==> config.mk <==
export PLATFORM = sky130hd
export DESIGN_NAME = dm_arbiter
export DESIGN_NICKNAME = d
export VERILOG_FILES = /design/src/rtl/dm_arbiter_pkg.sv /design/src/rtl/dm_resp_pipe.sv /design/src/rtl/dm_arbiter.sv
export SDC_FILE = /design/constraint.sdc
export NUM_CORES = 1
export LEC_CHECK = 0
export CORE_AREA = 2 2 116 118
export CTS_CLUSTER_DIAMETER = 120
export DETAILED_ROUTE_END_ITERATION = 10
export DIE_AREA = 0 0 118 120
export PLACE_DENSITY_LB_ADDON = 0.2
export SYNTH_ARGS = -nofsm -noshare
export SYNTH_HDL_FRONTEND = slang
export SYNTH_SLANG_ARGS = --single-unit
==> constraint.sdc <==
create_clock -name clk -period 3.1 [get_ports clk]
set_clock_uncertainty 0.15 [all_clocks]
set_input_delay 0.93 -clock clk [delete_from_list [all_inputs] [get_ports clk]]
set_output_delay 0.93 -clock clk [all_outputs]
set_load 0.02 [all_outputs]
==> src/rtl/dm_arbiter_pkg.sv <==
// Shared encodings and constants for the data-memory arbiter slice.
package dm_arbiter_pkg;

  typedef enum logic {
    ARB      = 1'b0,
    DMA_LOCK = 1'b1
  } arbState_t;

  typedef enum logic {
    OWN_CPU = 1'b0,
    OWN_DMA = 1'b1
  } owner_t;

  // Word alignment: the DM ignores byte-offset bits [1:0].
  localparam logic [63:0] ADDR_ALIGN_MASK = ~64'h3;

endpackage

==> src/rtl/dm_resp_pipe.sv <==
// Read-response tag pipe: MEM_LAT-deep {valid, owner} shift register that
// steers the exiting tag to the owning port's rvalid/rdata.
module dm_resp_pipe
  import dm_arbiter_pkg::*;
#(
  parameter int unsigned DW      = 32,
  parameter int unsigned MEM_LAT = 1
) (
  input  logic          clk,
  input  logic          reset,
  input  logic          inValid,
  input  owner_t        inOwner,
  input  logic [DW-1:0] memRdata,
  output logic          cpuRvalid,
  output logic [DW-1:0] cpuRdata,
  output logic          dmaRvalid,
  output logic [DW-1:0] dmaRdata,
  output logic          anyValid
);

  logic [MEM_LAT-1:0] tagValid;
  owner_t             tagOwner [MEM_LAT];
  logic [DW-1:0]      cpuHold;
  logic [DW-1:0]      dmaHold;

  always_ff @(posedge clk or negedge reset) begin
    if (!reset) begin
      tagValid <= '0;
      for (int unsigned i = 0; i < MEM_LAT; i++) tagOwner[i] <= OWN_CPU;
      cpuHold <= '0;
      dmaHold <= '0;
    end else begin
      tagValid[0] <= inValid;
      tagOwner[0] <= inOwner;
      for (int unsigned i = 1; i < MEM_LAT; i++) begin
        tagValid[i] <= tagValid[i-1];
        tagOwner[i] <= tagOwner[i-1];
      end
      if (cpuRvalid) cpuHold <= memRdata;
      if (dmaRvalid) dmaHold <= memRdata;
    end
  end

  // The exiting tag lines up with the cycle in which mem_rdata is valid.
  assign cpuRvalid = tagValid[MEM_LAT-1] && (tagOwner[MEM_LAT-1] == OWN_CPU);
  assign dmaRvalid = tagValid[MEM_LAT-1] && (tagOwner[MEM_LAT-1] == OWN_DMA);
  assign cpuRdata  = cpuRvalid ? memRdata : cpuHold;
  assign dmaRdata  = dmaRvalid ? memRdata : dmaHold;
  assign anyValid  = |tagValid;

endmodule

==> src/rtl/dm_arbiter.sv <==
// Single-port DM arbiter: cpu priority with dma starvation guard, dma burst
// locking with beat limit, and in-order read return after MEM_LAT cycles.
module dm_arbiter
  import dm_arbiter_pkg::*;
#(
  parameter int unsigned AW         = 32,
  parameter int unsigned DW         = 32,
  parameter int unsigned MEM_LAT    = 1,
  parameter int unsigned STARVE_MAX = 4,
  parameter int unsigned MAX_BURST  = 8
) (
  input  logic          clk,
  input  logic          reset,
  input  logic          cpu_req,
  input  logic          cpu_we,
  input  logic [AW-1:0] cpu_addr,
  input  logic [DW-1:0] cpu_wdata,
  output logic          cpu_gnt,
  output logic          cpu_rvalid,
  output logic [DW-1:0] cpu_rdata,
  input  logic          dma_req,
  input  logic          dma_we,
  input  logic          dma_last,
  input  logic [AW-1:0] dma_addr,
  input  logic [DW-1:0] dma_wdata,
  output logic          dma_gnt,
  output logic          dma_rvalid,
  output logic [DW-1:0] dma_rdata,
  output logic          mem_en,
  output logic          mem_we,
  output logic [AW-1:0] mem_addr,
  output logic [DW-1:0] mem_wdata,
  input  logic [DW-1:0] mem_rdata,
  output logic          busy
);

  localparam int unsigned SW = $clog2(STARVE_MAX + 1);
  localparam int unsigned BW = $clog2(MAX_BURST + 1);

  arbState_t     state;
  logic [SW-1:0] starveCnt;
  logic [BW-1:0] beatCnt;
  logic          starveHit;
  logic          tagsValid;
  logic [AW-1:0] selAddr;

  assign starveHit = (starveCnt == SW'(STARVE_MAX));

  always_comb begin
    cpu_gnt = 1'b0;
    dma_gnt = 1'b0;
    if (reset) begin
      if (state == DMA_LOCK) begin
        dma_gnt = dma_req;
      end else begin
        dma_gnt = dma_req && (!cpu_req || starveHit);
        cpu_gnt = cpu_req && !dma_gnt;
      end
    end
  end

  assign mem_en    = cpu_gnt || dma_gnt;
  assign mem_we    = dma_gnt ? dma_we : (cpu_gnt && cpu_we);
  assign selAddr   = dma_gnt ? dma_addr : cpu_addr;
  assign mem_addr  = selAddr & ADDR_ALIGN_MASK[AW-1:0];
  assign mem_wdata = dma_gnt ? dma_wdata : cpu_wdata;

  always_ff @(posedge clk or negedge reset) begin
    if (!reset) begin
      state     <= ARB;
      starveCnt <= '0;
      beatCnt   <= '0;
    end else begin
      if (dma_gnt || !dma_req) starveCnt <= '0;
      else if (state == ARB && !starveHit) starveCnt <= starveCnt + SW'(1);

      case (state)
        ARB: begin
          // A single-beat limit never needs the lock.
          if (dma_gnt && !dma_last && MAX_BURST > 1) begin
            state   <= DMA_LOCK;
            beatCnt <= BW'(1);
          end
        end
        DMA_LOCK: begin
          if (dma_gnt) begin
            if (dma_last || (beatCnt + BW'(1) == BW'(MAX_BURST))) begin
              state   <= ARB;
              beatCnt <= '0;
            end else begin
              beatCnt <= beatCnt + BW'(1);
            end
          end
        end
        default: state <= ARB;
      endcase
    end
  end

  dm_resp_pipe #(
    .DW      (DW),
    .MEM_LAT (MEM_LAT)
  ) u_respPipe (
    .clk       (clk),
    .reset     (reset),
    .inValid   (mem_en && !mem_we),
    .inOwner   (dma_gnt ? OWN_DMA : OWN_CPU),
    .memRdata  (mem_rdata),
    .cpuRvalid (cpu_rvalid),
    .cpuRdata  (cpu_rdata),
    .dmaRvalid (dma_rvalid),
    .dmaRdata  (dma_rdata),
    .anyValid  (tagsValid)
  );

  assign busy = (state == DMA_LOCK) || tagsValid;

endmodule

==> flow_summary.yaml, run 1 <==
run_status:
  outcome: "complete, but fails checks"
  violations: "setup timing"
logic_synthesis:
  yosysSeqAreaShare: 0.481
  yosys.cell_types.count: 35
  synth_most_common_cell: "nand2_1"
  ys_top_cells_by_count: "nand2_1 (193), dfrtp_1 (74), mux2_2 (64), buf_6 (10), buf_2 (9)"
  synth.avg_cell_area_um2: 9.50
  async_flop_share: 1.00
  yosys.area.top_type: "dfrtp_1"
  synth-edff-count: 0
  synth_ff_type: "dfrtp_1"
  ys_top_cells_by_area: "dfrtp_1 (48%), nand2_1 (19%), mux2_2 (19%), buf_6 (2.9%), ha_1 (1.3%)"
  synth_area_um2: 3850
  synth_top_cell_area_share: 0.481
  yosysWarnings: 0
  synth-seq-cells: 74
  postSynthCellCount: 405
drt:
  wl_per_cell_um: 15.5
  drc: 0
  vias: 3923
  dr.pass1.iters: 4
  met2_length_um: 7110
  drtIter0Drc: 159
  via_per_inst: 4.37
  top_layer: "met4"
  dr_wl_met3_um: 1240
  drt-met1-wl_um: 5370
  finalWirelength_um: 13900
  ant_nets: 0
floorplan:
  die_area_um2: 14200
  dieWidth_um: 118
  core-area_um2: 13000
  rows: 42
  start_util: 0.296
  die_h_um: 120
  ios: 302
clock_network:
  cts_tree: "done"
  clock-sinks: 74
  cts_max_level: 3
  root_buffer: "clkbuf_16"
  cts_buffers: 9
  clk_pin_slew_worst_paths_ns: 0.05
  hold_buffers: 0
  cts_buffer_depth: 2
  clock_latency_ns: 0.32
layout:
  nNetsFinal: 888
  fill_cells: 1179
  drive_gt1_frac: 0.298
  final_area_um2: 7510
  diodes: 0
  final_core_util: 0.578
  area_growth_pct: 95.1
setup_path:
  cp_num_buf_inv: 5
  worstPathRequired_ns: 2.02
  crit_chain: "buf_6 -> nor2b_4 -> a21o_4 -> buf_12 -> buf_8 -> buf_16 -> nand2_4 -> nand2_2 -> buf_6"
  end_kind: "output pin"
  crit_family: "buffers and inverters"
  worst_path_max_delay_cell: "a21o_4"
  critical-path-max-stage-delay_ns: 0.25
  path_class: "input pin to output pin"
  startpoint_type: "input pin"
  critPathMostFrequentCell: "buf_6"
  worst-path-max-fanout: 5
  arrival_ns: 2.04
  r2r_slack_ns: 1.34
global_route:
  gr-total-overflow: 0
  grt_pass1_wl_um: 21600
  grtUsageTotal: 0.194
  antenna_found_initial: 0
  grt_max_degree: 76
  grt_pass1_vias: 4165
run:
  drv_cap: 0
sta:
  hold_viol_final: 0
  tightest_slew_ns: 0.903
  rsz0062_at_grt: "yes"
  max_freq_mhz: 321
  drv_slew: 0
  min_period_ns: 3.12
  worst_slack_ns: -0.0201
  relSlewSlack: 0.398
  period_share: 1.01
  setup_violations: 15
  finalSetupTns_ns: -0.126
place:
  post-place-ws_ns: -0.786
  gp_congestion: 0.825
  hpwlAfterDp_um: 10600
  portBuffers: 295
  dpl_cell_area_um2: 7060
pwr:
  power_density_nw_per_um2: 609
  ir_drop_mv: 0.480
  p_leak_nw: 3.58
  finalPower_mw: 4.57
hold_path:
  holdCritPathClass: "flip-flop to flip-flop"
[area by class of cell]
cell class / count / area (um^2) / area share
Sequential cell: 74 / 1850 / 0.247
Timing Repair Buffer: 323 / 3130 / 0.417
Clock buffer: 12 / 246 / 0.0328
Clock inverter: 4 / 75.1 / 0.0100
Multi-Input combinational cell: 302 / 1950 / 0.260
Inverter: 7 / 33.8 / 0.00450
Tap cell: 176 / 220 / 0.0293
[registers in the layout, indices dropped and copies added, names as in the netlist]
name                 count
beatCnt                  4
starveCnt                3
state                    1
u_respPipe.anyValid      1
u_respPipe.cpuHold      32
u_respPipe.dmaHold      32
u_respPipe.tagOwner      1
[final timing paths]
kind | to | start | cells after the start
min in group asynchronous | u_respPipe.cpuHold[8]$_DFF_PN0_ | reset | 3
hold / removal | u_respPipe.dmaHold[18]$_DFF_PN0_ | u_respPipe.dmaHold[18]$_DFF_PN0_ | 1
setup reg to reg | beatCnt[1]$_DFFE_PN0P_ | starveCnt[0]$_DFFE_PN0P_ | 8
max in group asynchronous | u_respPipe.cpuHold[27]$_DFF_PN0_ | reset | 3
hold reg to reg | u_respPipe.dmaHold[18]$_DFF_PN0_ | u_respPipe.dmaHold[18]$_DFF_PN0_ | 1
setup / recovery | mem_wdata[18] | cpu_req | 9
[layer usage]
metal	track usage	up-vias
met4	0.0512	0
met2	0.338	149
li1	-	1930
met3	0.0827	17
met5	0	-
met1	0.218	1827
[where the power goes]
part	switching [mW]	total (mW)	internal [mW]
clock network	0.370	1.10	0.726
logic	1.09	2.08	0.988
registers	0.109	1.40	1.29
[cell usage in the layout, fill, tap and decap left out, drive strengths merged]
master / count
nand2: 193
clkdlybuf4s50: 162
buf: 94
dfrtp: 74
dlygate4sd2: 67
mux2: 64
clkbuf: 12
inv: 7
a21oi: 4
nor2: 4
ha: 4
nand2b: 3
o21ai: 3
nand3: 2
a22o: 2
nand3b: 2
or2: 2
xnor2: 2
nor4bb: 2
a32o: 2
conb: 2
bufinv: 2
clkinvlp: 2
nor2b: 1
a21o: 1
and3: 1
o21a: 1
a21boi: 1
a41oi: 1
mux2i: 1
o31a: 1
and2: 1
a31oi: 1
nor3: 1
[logic make-up (layout without fill, tap and decap cells)]
family,Yosys count,in the layout,synth area share
other,1,2,0.000975
AND/OR/NAND/NOR,212,212,0.220
multiplexers,65,65,0.190
buffers and inverters,30,346,0.0572
flip-flops,74,74,0.481
adder cells (fa/ha/maj),4,4,0.0130
XOR/XNOR,2,2,0.00455
AO/OA/AOI/OAI,17,17,0.0328
[through the flow]
stage	hold slack, ns	instances
global route	0.353	898
floorplan	0.380	406
CTS	0.344	898
finish	0.340	898
detailed placement	0.334	871
global placement	0.327	871
[worst reg2reg max path: cells and delay by family, from the launching register on]
kind,cells,cell delay [ns]
AOI/OAI and AO/OA,2,0.43
adders and majority gates,1,0.20
buffers and inverters,3,0.25
DFF,1,0.36
and+or+nand+nor,2,0.25
[timing repair]
| action | in CTS | in global routing |
|---|---|---|
| setup endpoints to repair | 130 | 57 |
| cloned | 4 | 0 |
| setup buffers | 7 | 0 |
| resized for setup | 373 | 43 |
| pin swaps | 21 | 1 |
No activity file was read; power rests on OpenSTA's default activity.
==> inputs of run 2 (changes only) <==
PLACE_DENSITY = 0.81   (was not set)
PLACE_DENSITY_LB_ADDON = not set   (was 0.2)
==> run 2 against run 1 <==
The run still ends with setup timing left. Via count increased by 6.1%. Sequential power about the same. Utilization increased by 0.61 points. Routed wire length increased by 6.9%. Worst hold slack improved by 0.0014 ns. Combinational power increased by 2%. Sequential share of layout area decreased by 0.26 points. Register-to-register slack got worse by 0.35 ns. Critical path type unchanged. Critical endpoint is now mem_addr[30]. Largest cell class unchanged.
==> flow_summary.yaml, run 2 (same netlist as run 1, synthesis figures left out) <==
layout:
  drive_gt1_frac: 0.320
  final_common_cell: "clkdlybuf4s50_1"
  final_core_util: 0.584
  finalNonFillerCells: 905
  nNetsFinal: 895
  diodes: 0
  reg_top3: "u_respPipe.cpuHold (32), u_respPipe.dmaHold (32), beatCnt (4)"
  final_cell_mix: "clkdlybuf4s50_1 (163), nand2_1 (145), dfrtp_1 (74), mux2_2 (64), dlygate4sd2_1 (64)"
  fill_cells: 1124
  area_growth_pct: 97.2
pwr:
  ir_drop_mv: 0.304
  pwr-share-comb: 0.458
  power_density_nw_per_um2: 610
  clkPwrFrac: 0.237
  pwr-share-seq: 0.305
  p_switching_mw: 1.62
  intPower_mw: 3.01
  switching_share: 0.350
  p_leak_nw: 3.62
global_route:
  grt_pass1_wl_um: 22600
  grt_max_degree: 70
  grtUsageTotal: 0.201
  grt_pass1_vias: 4353
  antenna_found_initial: 0
  gr-total-overflow: 0
place:
  portBuffers: 295
  gp_congestion: 0.789
  dp_cells: 874
  hpwlAfterDp_um: 11100
drt:
  finalWirelength_um: 14900
  dr.pass1.iters: 4
  via_per_inst: 4.60
  wl_per_cell_um: 16.4
  vias: 4161
  drc: 0
  drtIter0Drc: 170
  ant_nets: 0
sta:
  whs_ns: 0.341
  worst_slack_ns: -0.00145
  max_freq_mhz: 322
  period_share: 1.00
  rsz0062_at_grt: "yes"
  min_period_ns: 3.10
  drv_slew: 0
  relSlewSlack: 0.428
  hold_viol_final: 0
  setup_violations: 1
  tightest_slew_ns: 0.858
clock_network:
  cts_buffer_depth: 2
  cts_tree: "done"
  cts_buffers: 9
  clk_pin_slew_worst_paths_ns: 0.06
  clock-sinks: 74
  hold_buffers: 0
  cts_max_level: 3
  clock_latency_ns: 0.32
  root_buffer: "clkbuf_16"
setup_path:
  arrival_ns: 2.02
  end_kind: "output pin"
  startpoint_type: "input pin"
  critPathMostFrequentCell: "buf_6"
  critical-path-max-stage-delay_ns: 0.26
  crit_chain: "buf_6 -> nor2b_4 -> a21o_4 -> buf_12 -> buf_8 -> buf_6 -> nand2_4 -> nand2_4 -> buf_6"
  worst_path_max_delay_cell: "a21o_4"
  worst-path-max-fanout: 4
  path_class: "input pin to output pin"
  worstPathRequired_ns: 2.02
floorplan:
  ios: 302
  rows: 42
  core-area_um2: 13000
  die_area_um2: 14200
  dieWidth_um: 118
  die_h_um: 120
  start_util: 0.296
run:
  drv_cap: 0
hold_path:
  holdCritPathClass: "flip-flop to flip-flop"
run_status:
  outcome: "complete, but fails checks"
  violations: "setup timing"
run 2: metal layers:
metal  GRT usage  part of all wire  vias up
li1            -                 -     1943
met4      0.0587             0.020        0
met1       0.250              0.40     1997
met2       0.343              0.51      195
met5           0                 0        -
met3      0.0523             0.068       26
run 2: critical path, delay by kind of cell:
family                 cells  cell delay (ns)
buffers and inverters      5             0.60
and+or+nand+nor            3             0.23
AOI/OAI and AO/OA          1             0.26
run 2: stage by stage:
stage                     setup WS (ns)  power [mW]  instance area, um^2   TNS, ns
after global routing            -0.0358        4.87                 7590    -0.498
after CTS                        -0.142        4.64                 7420    -0.408
after floorplan                   0.201        2.53                 3850         0
final                          -0.00145        4.63                 7590  -0.00145
after detailed placement         -0.856        3.72                 7060    -56.80
after global placement           -0.872        3.64                 7060    -55.47
run 2: cell type report:
type / count / area (um^2) / share of cell area
Clock buffer: 10 / 229 / 0.0302
Clock inverter: 6 / 88.8 / 0.0117
Inverter: 7 / 38.8 / 0.00511
Multi-Input combinational cell: 302 / 1960 / 0.258
Sequential cell: 74 / 1850 / 0.244
Tap cell: 176 / 220 / 0.0290
Timing Repair Buffer: 330 / 3200 / 0.422
run 2: what timing repair did:
action,in CTS,in global routing
gates resized for setup,386,70
endpoints found under the hold margin,0,0
buffers inserted,11,2
cloned,4,0
endpoints found under the setup margin,130,52
pin swaps,19,14
run 2: power by group through the flow:
stage               Clock (mW)  Combinational (mW)  Sequential [mW]
floorplan                    0                1.14             1.39
global placement             0                2.24             1.40
detailed placement           0                2.30             1.42
CTS                       1.13                2.10             1.41
global route              1.17                2.26             1.44
finish                    1.10                2.12             1.41
run 2: worst paths after layout:
kind                            cells past startpoint                            start  slack (ns)                          endpoint
worst min-delay path                                1  u_respPipe.dmaHold[6]$_DFF_PN0_        0.34   u_respPipe.dmaHold[6]$_DFF_PN0_
min in group asynchronous                           2                            reset        0.41   u_respPipe.cpuHold[7]$_DFF_PN0_
max in group asynchronous                           3                            reset        1.34  u_respPipe.cpuHold[25]$_DFF_PN0_
worst max-delay path                                9                          cpu_req      -0.001                      mem_addr[30]
worst min register to register                      1  u_respPipe.dmaHold[6]$_DFF_PN0_        0.34   u_respPipe.dmaHold[6]$_DFF_PN0_
worst max register to register                     10         starveCnt[1]$_DFFE_PN0P_        0.99            beatCnt[3]$_DFFE_PN0P_
==> inputs of run 3 (changes only) <==
RECOVER_POWER = 25   (was not set)
SLEW_MARGIN = 25   (was not set)
==> results of run 3 <==
No change in the layout: final DEF, timing and power equal those of run 2.
==> patch: new RTL, flow settings as in run 3 <==
`MEM_LAT` is set to 1 in 2 places; all go to 2.
--- a/src/rtl/dm_resp_pipe.sv
+++ b/src/rtl/dm_resp_pipe.sv
@@ -4,7 +4,7 @@
   import dm_arbiter_pkg::*;
 #(
   parameter int unsigned DW      = 32,
-  parameter int unsigned MEM_LAT = 1
+  parameter int unsigned MEM_LAT = 2
 ) (
   input  logic          clk,
   input  logic          reset,
--- a/src/rtl/dm_arbiter.sv
+++ b/src/rtl/dm_arbiter.sv
@@ -5,7 +5,7 @@
 #(
   parameter int unsigned AW         = 32,
   parameter int unsigned DW         = 32,
-  parameter int unsigned MEM_LAT    = 1,
+  parameter int unsigned MEM_LAT    = 2,
   parameter int unsigned STARVE_MAX = 4,
   parameter int unsigned MAX_BURST  = 8
 ) (
Check against the original RTL: not equivalent (Yosys sat finds a counterexample within 4 cycles, from zero or initial values and one cycle with reset low).
==> patch against run 3 <==
The flow still finishes with violations (negative setup slack); cell area grew 16%; setup slack lost 0.14 ns; synthesized area shrank 0.20%; hold slack lost 0.13 ns; sequential share of layout area shrank 2.9 points; wire length grew 17%; sequential cell count grew 2; power grew 1.3%; critical path depth grew 2.
==> patch: results (changes against run 3) <==
* Synth unique cells at 30 (-14%)
* Pin count of the biggest net entering global routing at 74 (+5.7%)
* Failing checks: negative setup slack
* DP HPWL at 10.63 mm (-4.2%)
* Vias in the first global route at 4853 (+11%)
* Setup ws final at -0.1461 ns (-0.1446 ns)
* Via count at 4335 (+4.2%)
* Nets@finish at 909 (+1.6%)
* Drt via density at 4.722 (+2.7%)
* Met3 WL at 1.144 mm (+13%)
* PostCTS Resize Cnt at 610 (+58%)
* Status: finished with violations
* Met3 GRT Util at 5.941% (+0.71 points)
* Drt wl/cell at 18.99 um (+16%)
* Share of cells above drive strength 1 at 48.38% (+16 points)
* WHS at 0.2096 ns (-0.1319 ns)
* Min-Delay Path Depth at 0 (-1)
* Critical path capture point: mem_wdata[18]
* R2r setup slk at 0.75 ns (-0.24 ns)
* R2R depth at 13 (+3)
* Metal2 WL at 9.388 mm (+24%)
* Initial antenna violation count at 1 (+1)
* Placed cell count at 869 (-0.57%)
* Top cells by count, synth: 194 x nand2_1, 76 x dfrtp_1, 64 x mux2_2
* Post-CTS setup buffers at 23 (+12)
* Arrival @ worst endpoint at 2.17 ns (+0.15 ns)
* M1 GR Usage at 25.84% (+0.82 points)
* Worst Hold End: u_respPipe.tagOwner[0]
* Xor/xnor share of the synthesized area at 0.6843% (+0.23 points)
* Adder-Cell Fraction of Synth Area at 1.303% (+0.0025 points)
* Setup Viol. Count Final at 111 (+110)
* Reg2reg start: starveCnt[0]
-- patch: changes by cell type in the layout (fill, tap and decap cells not counted), sizes merged, moves of 2 or more --
cell           change
clkbuf             +4
nor2               +2
dfrtp              +2
nand3b             -2
dlygate4sd2        -3
clkdlybuf4s50     -27
buf               +13
clkinvlp           -2
dlygate4sd3       +26
clkdlybuf4s15      +3
-- patch: layout make-up --
cell class | instances | area [sq um]
Tap cell | 176 | 220.2
Sequential cell | 76 | 1902
Timing Repair Buffer | 343 | 3781
Clock buffer | 13 | 240.2
Inverter | 8 | 42.54
Multi-Input combinational cell | 300 | 2587
Fill cell | 968 | 4146
Clock inverter | 2 | 60.06
-- patch: report_power, final --
group / switching (mW) / internal [mW] / total, mW
clock: 0.368 / 0.701 / 1.07
combinational: 1.15 / 1.08 / 2.23
sequential: 0.102 / 1.28 / 1.38
total: 1.62 / 3.06 / 4.69
